File: src/rtl/mult_hilo_pkg.sv
// Shared definitions for the HI/LO multiply controller: op encodings,
// FSM state type and default operand width.
package mult_pkg;

    localparam int DEFAULT_WIDTH = 16;

    localparam logic [2:0] OP_MULTU = 3'd0;
    localparam logic [2:0] OP_MULT  = 3'd1;
    localparam logic [2:0] OP_MADDU = 3'd2;
    localparam logic [2:0] OP_MADD  = 3'd3;
    localparam logic [2:0] OP_MTHI  = 3'd4;
    localparam logic [2:0] OP_MTLO  = 3'd5;
    localparam logic [2:0] OP_CLR   = 3'd6;
    localparam logic [2:0] OP_RSVD  = 3'd7;

    typedef enum logic {
        IDLE = 1'b0,
        RUN  = 1'b1
    } state_e;

    function automatic logic is_signed_op(input logic [2:0] op);
        return (op == OP_MULT) || (op == OP_MADD);
    endfunction

    function automatic logic is_acc_op(input logic [2:0] op);
        return (op == OP_MADDU) || (op == OP_MADD);
    endfunction

endpackage

File: src/rtl/mult_hilo_if.sv
// Command/handshake bundle plus the link to the external array multiplier.
interface mult_hilo_if #(
    parameter int WIDTH = 16
);
    logic             start;
    logic [2:0]       op;
    logic [WIDTH-1:0] a;
    logic [WIDTH-1:0] b;
    logic [WIDTH-1:0] mul_a;
    logic [WIDTH-1:0] mul_b;
    logic [WIDTH-1:0] mul_hi;
    logic [WIDTH-1:0] mul_lo;
    logic             busy;
    logic             done;
    logic [WIDTH-1:0] hi_q;
    logic [WIDTH-1:0] lo_q;

    modport master (
        output start, op, a, b, mul_hi, mul_lo,
        input  mul_a, mul_b, busy, done, hi_q, lo_q
    );

    modport slave (
        input  start, op, a, b, mul_hi, mul_lo,
        output mul_a, mul_b, busy, done, hi_q, lo_q
    );
endinterface

File: src/rtl/mult_hilo_acc.sv
// Combinational HI/LO update: optional two's-complement negate of the raw
// product followed by an optional modulo-2^(2*WIDTH) accumulate.
module hilo_acc #(
    parameter int WIDTH = 16
) (
    input  logic [2*WIDTH-1:0] p_raw,
    input  logic               neg,
    input  logic               acc,
    input  logic [2*WIDTH-1:0] hilo_q,
    output logic [2*WIDTH-1:0] hilo_nxt
);
    localparam logic [2*WIDTH-1:0] ONE = {{(2*WIDTH-1){1'b0}}, 1'b1};

    logic [2*WIDTH-1:0] p_s;

    // Sign-correct the product, then overwrite or accumulate (carry-out dropped).
    always_comb begin
        p_s      = p_raw;
        hilo_nxt = p_raw;
        if (neg) begin
            p_s = ~p_raw + ONE;
        end else begin
            p_s = p_raw;
        end
        if (acc) begin
            hilo_nxt = hilo_q + p_s;
        end else begin
            hilo_nxt = p_s;
        end
    end
endmodule

File: src/rtl/mult_hilo.sv
// HI/LO controller: latches operand magnitudes for the external array,
// waits a settle window, then captures the sign-corrected product.
module mult_hilo
    import mult_pkg::*;
#(
    parameter int WIDTH         = DEFAULT_WIDTH,
    parameter int SETTLE_CYCLES = 2
) (
    input logic       clk,
    input logic       rst_n,
    mult_hilo_if.slave bus
);
    localparam logic [3:0]       CNT_LAST = 4'(SETTLE_CYCLES - 1);
    localparam logic [WIDTH-1:0] ONE_W    = {{(WIDTH-1){1'b0}}, 1'b1};

    state_e             state_r;
    state_e             state_nxt_s;
    logic [3:0]         cnt_r;
    logic               neg_r;
    logic               acc_r;
    logic               busy_r;
    logic               done_r;
    logic [WIDTH-1:0]   mul_a_r;
    logic [WIDTH-1:0]   mul_b_r;
    logic [WIDTH-1:0]   hi_r;
    logic [WIDTH-1:0]   lo_r;
    logic               accept_mul_s;
    logic               accept_mov_s;
    logic               capture_s;
    logic [2*WIDTH-1:0] hilo_nxt_s;

    function automatic logic [WIDTH-1:0] mag(input logic [WIDTH-1:0] v);
        return v[WIDTH-1] ? (~v + ONE_W) : v;
    endfunction

    hilo_acc #(.WIDTH(WIDTH)) u_acc (
        .p_raw    ({bus.mul_hi, bus.mul_lo}),
        .neg      (neg_r),
        .acc      (acc_r),
        .hilo_q   ({hi_r, lo_r}),
        .hilo_nxt (hilo_nxt_s)
    );

    // FSM state register.
    always_ff @(posedge clk or negedge rst_n) begin
        if (!rst_n) begin
            state_r <= IDLE;
        end else begin
            state_r <= state_nxt_s;
        end
    end

    // Next state and command decode; moves complete without leaving IDLE.
    always_comb begin
        state_nxt_s  = state_r;
        accept_mul_s = 1'b0;
        accept_mov_s = 1'b0;
        capture_s    = 1'b0;
        case (state_r)
            IDLE: begin
                if (bus.start && (bus.op <= OP_MADD)) begin
                    accept_mul_s = 1'b1;
                    state_nxt_s  = RUN;
                end else if (bus.start && (bus.op != OP_RSVD)) begin
                    accept_mov_s = 1'b1;
                    state_nxt_s  = IDLE;
                end else begin
                    state_nxt_s  = IDLE;
                end
            end
            RUN: begin
                if (cnt_r == CNT_LAST) begin
                    capture_s   = 1'b1;
                    state_nxt_s = IDLE;
                end else begin
                    state_nxt_s = RUN;
                end
            end
            default: begin
                state_nxt_s = IDLE;
            end
        endcase
    end

    // Operand latch, settle counter, HI/LO update and handshake outputs.
    always_ff @(posedge clk or negedge rst_n) begin
        if (!rst_n) begin
            cnt_r   <= 4'd0;
            neg_r   <= 1'b0;
            acc_r   <= 1'b0;
            busy_r  <= 1'b0;
            done_r  <= 1'b0;
            mul_a_r <= '0;
            mul_b_r <= '0;
            hi_r    <= '0;
            lo_r    <= '0;
        end else begin
            done_r <= 1'b0;
            if (accept_mul_s) begin
                mul_a_r <= is_signed_op(bus.op) ? mag(bus.a) : bus.a;
                mul_b_r <= is_signed_op(bus.op) ? mag(bus.b) : bus.b;
                neg_r   <= is_signed_op(bus.op) & (bus.a[WIDTH-1] ^ bus.b[WIDTH-1]);
                acc_r   <= is_acc_op(bus.op);
                cnt_r   <= 4'd0;
                busy_r  <= 1'b1;
            end else if (capture_s) begin
                {hi_r, lo_r} <= hilo_nxt_s;
                cnt_r        <= 4'd0;
                busy_r       <= 1'b0;
                done_r       <= 1'b1;
            end else if (state_r == RUN) begin
                cnt_r <= cnt_r + 4'd1;
            end else if (accept_mov_s) begin
                case (bus.op)
                    OP_MTHI: hi_r <= bus.a;
                    OP_MTLO: lo_r <= bus.a;
                    OP_CLR: begin
                        hi_r <= '0;
                        lo_r <= '0;
                    end
                    default: begin
                        hi_r <= hi_r;
                    end
                endcase
                done_r <= 1'b1;
            end else begin
                cnt_r <= cnt_r;
            end
        end
    end

    assign bus.mul_a = mul_a_r;
    assign bus.mul_b = mul_b_r;
    assign bus.busy  = busy_r;
    assign bus.done  = done_r;
    assign bus.hi_q  = hi_r;
    assign bus.lo_q  = lo_r;
endmodule

File: src/flat_wrapper.sv
// flat-port wrapper written by rule: the top's interface ports become plain ports
module mult_hilo_flat import mult_pkg::*;
#(
    parameter int WIDTH         = DEFAULT_WIDTH,
    parameter int SETTLE_CYCLES = 2
)
  (clk, rst_n, bus_start, bus_op, bus_a, bus_b, bus_mul_hi, bus_mul_lo, bus_mul_a, bus_mul_b, bus_busy, bus_done, bus_hi_q, bus_lo_q);
  mult_hilo_if #(.WIDTH(WIDTH)) bus_i ();
  input logic clk;
  input logic rst_n;
  input wire logic [$bits(bus_i.start)-1:0] bus_start;
  input wire logic [$bits(bus_i.op)-1:0] bus_op;
  input wire logic [$bits(bus_i.a)-1:0] bus_a;
  input wire logic [$bits(bus_i.b)-1:0] bus_b;
  input wire logic [$bits(bus_i.mul_hi)-1:0] bus_mul_hi;
  input wire logic [$bits(bus_i.mul_lo)-1:0] bus_mul_lo;
  output wire logic [$bits(bus_i.mul_a)-1:0] bus_mul_a;
  output wire logic [$bits(bus_i.mul_b)-1:0] bus_mul_b;
  output wire logic [$bits(bus_i.busy)-1:0] bus_busy;
  output wire logic [$bits(bus_i.done)-1:0] bus_done;
  output wire logic [$bits(bus_i.hi_q)-1:0] bus_hi_q;
  output wire logic [$bits(bus_i.lo_q)-1:0] bus_lo_q;
  assign bus_i.start = bus_start;
  assign bus_i.op = bus_op;
  assign bus_i.a = bus_a;
  assign bus_i.b = bus_b;
  assign bus_i.mul_hi = bus_mul_hi;
  assign bus_i.mul_lo = bus_mul_lo;
  assign bus_mul_a = bus_i.mul_a;
  assign bus_mul_b = bus_i.mul_b;
  assign bus_busy = bus_i.busy;
  assign bus_done = bus_i.done;
  assign bus_hi_q = bus_i.hi_q;
  assign bus_lo_q = bus_i.lo_q;
  mult_hilo #(.WIDTH(WIDTH), .SETTLE_CYCLES(SETTLE_CYCLES)) u_core (.clk(clk), .rst_n(rst_n), .bus(bus_i));
endmodule
File: config.mk
export PLATFORM = sky130hd
export DESIGN_NAME = mult_hilo_flat
export DESIGN_NICKNAME = d
export VERILOG_FILES = /design/src/rtl/mult_hilo_pkg.sv /design/src/rtl/mult_hilo_if.sv /design/src/rtl/mult_hilo_acc.sv /design/src/rtl/mult_hilo.sv /design/src/flat_wrapper.sv
export SDC_FILE = /design/constraint.sdc
export NUM_CORES = 1
export LEC_CHECK = 0
export CAP_MARGIN = 20
export CELL_PAD_IN_SITES_DETAIL_PLACEMENT = 0
export CELL_PAD_IN_SITES_GLOBAL_PLACEMENT = 1
export CORE_MARGIN = 3
export CORE_UTILIZATION = 34
export CTS_CLUSTER_DIAMETER = 40
export CTS_CLUSTER_SIZE = 8
export DETAILED_ROUTE_END_ITERATION = 16
export PLACE_DENSITY_LB_ADDON = 0.1
export SLEW_MARGIN = 5
export SYNTH_ARGS = -nofsm -noshare
export SYNTH_HDL_FRONTEND = slang
export SYNTH_SLANG_ARGS = --single-unit
File: constraint.sdc
create_clock -name clk -period 3.9 [get_ports clk]
set_input_delay 0.78 -clock clk [delete_from_list [all_inputs] [get_ports clk]]
set_output_delay 0.78 -clock clk [all_outputs]
set_load 0.02 [all_outputs]
==> impl_results.md <==
* Met2 Wirelength at 10200 um
* Worst EP required at 4140 ps
* Synthesized instance count at 751
* Layout Nets at 1150
* Initial antenna violation count at 0
* Top Ports at 136
* Worst-path clk slew at 60 ps
* Avg Vias per Cell at 5.29
* Lkg Pwr at 4.18 nW
* Adder-cell share of the synthesized area at 8.67%
* Crit start category: input port
* Post-synth EDFFs at 0
* Post-synthesis sequential area ratio at 29.7%
* Worst slew pin tran at 988 ps
* Syn_nets at 863
* Total core area at 17500 um2
* R2R depth at 13
* DR top layer: met4
* #FFs+latches synth at 73
* Grt ovf at 0
* Die X at 140 um
* Core Util, Final at 55.7%
* Synth-to-Final Area Change at 58.4%
* Multiplexer share of the synthesized area at 0.651%
* Metal-1 WL at 10400 um
* Crit-path slowest cell: or4_4
* Crit path capture type: flip-flop
* CTS tree: done
* Crit-path leading delay family: simple AND/OR/NAND/NOR gates
* Clock Latency Late Sink at 350 ps
* Initial Utilization at 35.2%
* Crit-path max FO at 4
* YS warnings at 0
* Slew margin rel. at 34.1%
* Setup Viol. Count Final at 12
* Dpl hpwl at 17100 um
* CTS Buf Count at 9
* Crit path arrival time at 4760 ps
* DR vias at 6702
* Yosys cell types at 72
* Vias in the first global route at 6664
* Crit-path cells: clkdlybuf4s15_2 -> inv_2 -> ha_2 -> nand3b_1 -> or4_4 -> or4_4 -> nand2_4 -> xnor2_4 -> ha_4 -> nand3_4 -> o211ai_2 -> and2_4 -> o31ai_2 -> or4_4 -> a21oi_4 -> o2111ai_4 -> a41o_1 -> a222oi_1
* Die height at 140 um
* Min setup slack post-route at -625 ps
* Pins Over Slew Limit at 0
* CTS sink cnt at 73
* DRT Pass-1 Iters at 5
* Fin crit share at 116%
* Commonest cells after routing, fill and taps aside: buf_4, clkdlybuf4s50_1, nand2_1, nor2_1, dfrtp_1
* Top cell type's share of synthesized area at 29.7%
* Pwr/cell area at 866 nW/um2
* Reg2reg setup slack at 270 ps
* Destination of the worst hold path: u_core.bus.mul_b[6]
* RSZ-0062 raised after global routing: yes
* Number of buffers and inverters on the critical path at 2
* Starting DRT DRC Count at 358
* Largest net degree at the start of global routing at 74
* IO Port Bufs at 135
* Maximum clock rate at 0.221 GHz
* Diodes inserted at 0
* Final WL at 22500 um
* DP Cell Count at 1234
* Cell Area, Synth at 6150 um2
* Met3 wire len at 1220 um
* Antenna Nets Post-Route at 0
* Wire per inst at 17.7 um
* Simple-gate share of the synthesized area at 20.3%
* Worst Hold Class: flip-flop to flip-flop
* Post-synth top area cell: dfrtp_1
* First-pass GRT wire length at 35500 um
* Worst Hold Depth at 2
* Status: finished with violations
* Largest family of logic cells by synthesized area: compound AO/OA/AOI/OAI gates
* # rows at 48
* Reg-to-reg startpoint: u_core.neg_r
* Remaining DRCs at 0
* CTS max path bufs at 2
* Max VDD drop at 0.414 mV
* H-Tree Depth at 3
* Slowest stage delay, CP at 560 ps
* Tmin final at 4520 ps
* Area of the die at 19700 um2
* Synth Area in Compound Gates at 25.8%
* Reg-to-Reg End: u_core.bus.hi_q[15]
* CTS Hold Bufs at 0
* Post-synthesis xor/xnor area fraction at 12.0%
* Average instance area after synthesis at 8.18 um2
* Tot GR Track Use at 22.4%
* RD Place Congestion at 0.935
* Primary FF master, synth: dfrtp_1
* Worst Setup Path Type: input port to flip-flop
* Max Cap Violations at 0
* Async set-reset flop share out of synthesis at 100%
* Critical path origin: bus_mul_lo[1]
* Crit path top cell by count: or4_4
* Non-filler instance count after layout at 1268
* Worst Min Path Start: u_core.bus.mul_b[6]
* Clk Tree Root Cell: clkbuf_16
* Power Total at 8.43 mW
* Most common cell after layout, fill and taps aside: buf_4
* Worst Skew at 8.52 ps
* Failing checks: setup timing
* Hold Vio Cnt, Final at 0
* Layout cells sized above 1 at 27.8%
* Dominant cells by area after synthesis: dfrtp_1, ha_1, xnor2_1, nand2_1, a21oi_1
## where the power goes
part           switching [mW]  internal (mW)  total (mW)
clock network           0.358          0.564       0.923
logic                    3.01           3.01        6.03
registers               0.344           1.14        1.48
total                    3.72           4.72        8.43
## synthesized netlist by cell type (all sizes together), types with 4 or more instances
library cell  count
a211oi           12
a21o             24
a21oi            69
a222oi            7
a31oi            11
and2              6
and3              4
buf               6
clkbuf           30
dfrtp            73
ha               41
inv              10
mux2i             4
nand2            97
nand2b            4
nand3            13
nor2             76
nor2b             6
nor3             11
nor4              5
o211ai            4
o21ai            62
o22ai             5
o31ai            15
o41ai             6
or2               4
or3              15
or4              10
xnor2            54
xor2             30
## area by class of cell
type	instances	area [um2]
fillers	1574	7740
multi-input cells	632	4590
repair buffers	312	2680
flip-flops and latches	73	1830
well taps	225	282
clock buffers	10	229
clock inverters	6	90.1
inverters	10	37.5
## kinds of logic (layout without fill, tap and decap cells)
family,after synthesis,count (layout)
flops,73,73
mux,4,4
fa+ha+maj,42,42
xor+xnor,84,84
buf+inv,46,338
simple gates,262,262
compound gates,240,240
## timing repair
action	CTS	global route
gates cloned	0	0
pin swaps	38	47
gates resized for setup	67	55
setup buffers	16	7
setup endpoints to repair	17	17
## worst max path at each step
stage	end	slack, ps	depth (start not counted)
3_5_place_dp	u_core.bus.hi_q[15]	-1470	17
4_1_cts	u_core.bus.hi_q[15]	-830	16
6_report	u_core.bus.hi_q[15]	-620	18
3_3_place_gp	u_core.bus.hi_q[15]	-1320	17
2_1_floorplan	u_core.bus.hi_q[15]	-710	17
5_1_grt	u_core.bus.hi_q[15]	-810	16
## registers in the layout, indices dropped and copies added (netlist names)
register and flops:
u_core.bus.lo_q 16, u_core.bus.busy 1, u_core.state_r 1, u_core.bus.hi_q 16, u_core.bus.mul_a 16, u_core.acc_r 1
u_core.neg_r 1, u_core.bus.mul_b 16, u_core.bus.done 1, u_core.cnt_r 4
## worst min-delay path, cell delays in order (launching register included)
cell	delay [ps]
dfrtp_1	340
nand2_1	40
o21ai_0	60
## through the flow
stage / worst slack (ps) / hold WS, ps / area, um2 / TNS, ps
2_1_floorplan: -708 / 484 / 6190 / -2860
3_3_place_gp: -1320 / 459 / 8880 / -16450
3_5_place_dp: -1470 / 463 / 8880 / -18200
4_1_cts: -828 / 479 / 9470 / -4930
5_1_grt: -806 / 492 / 9730 / -5310
6_report: -625 / 475 / 9730 / -3320
## metal layers
layer / track usage [%] / vias to the layer above
met5: 0 / -
met4: 8.57 / 0
met3: 3.28 / 41
met2: 35.2 / 207
met1: 31.2 / 3154
li1: - / 3300
Power figures use the tool's default switching activity.
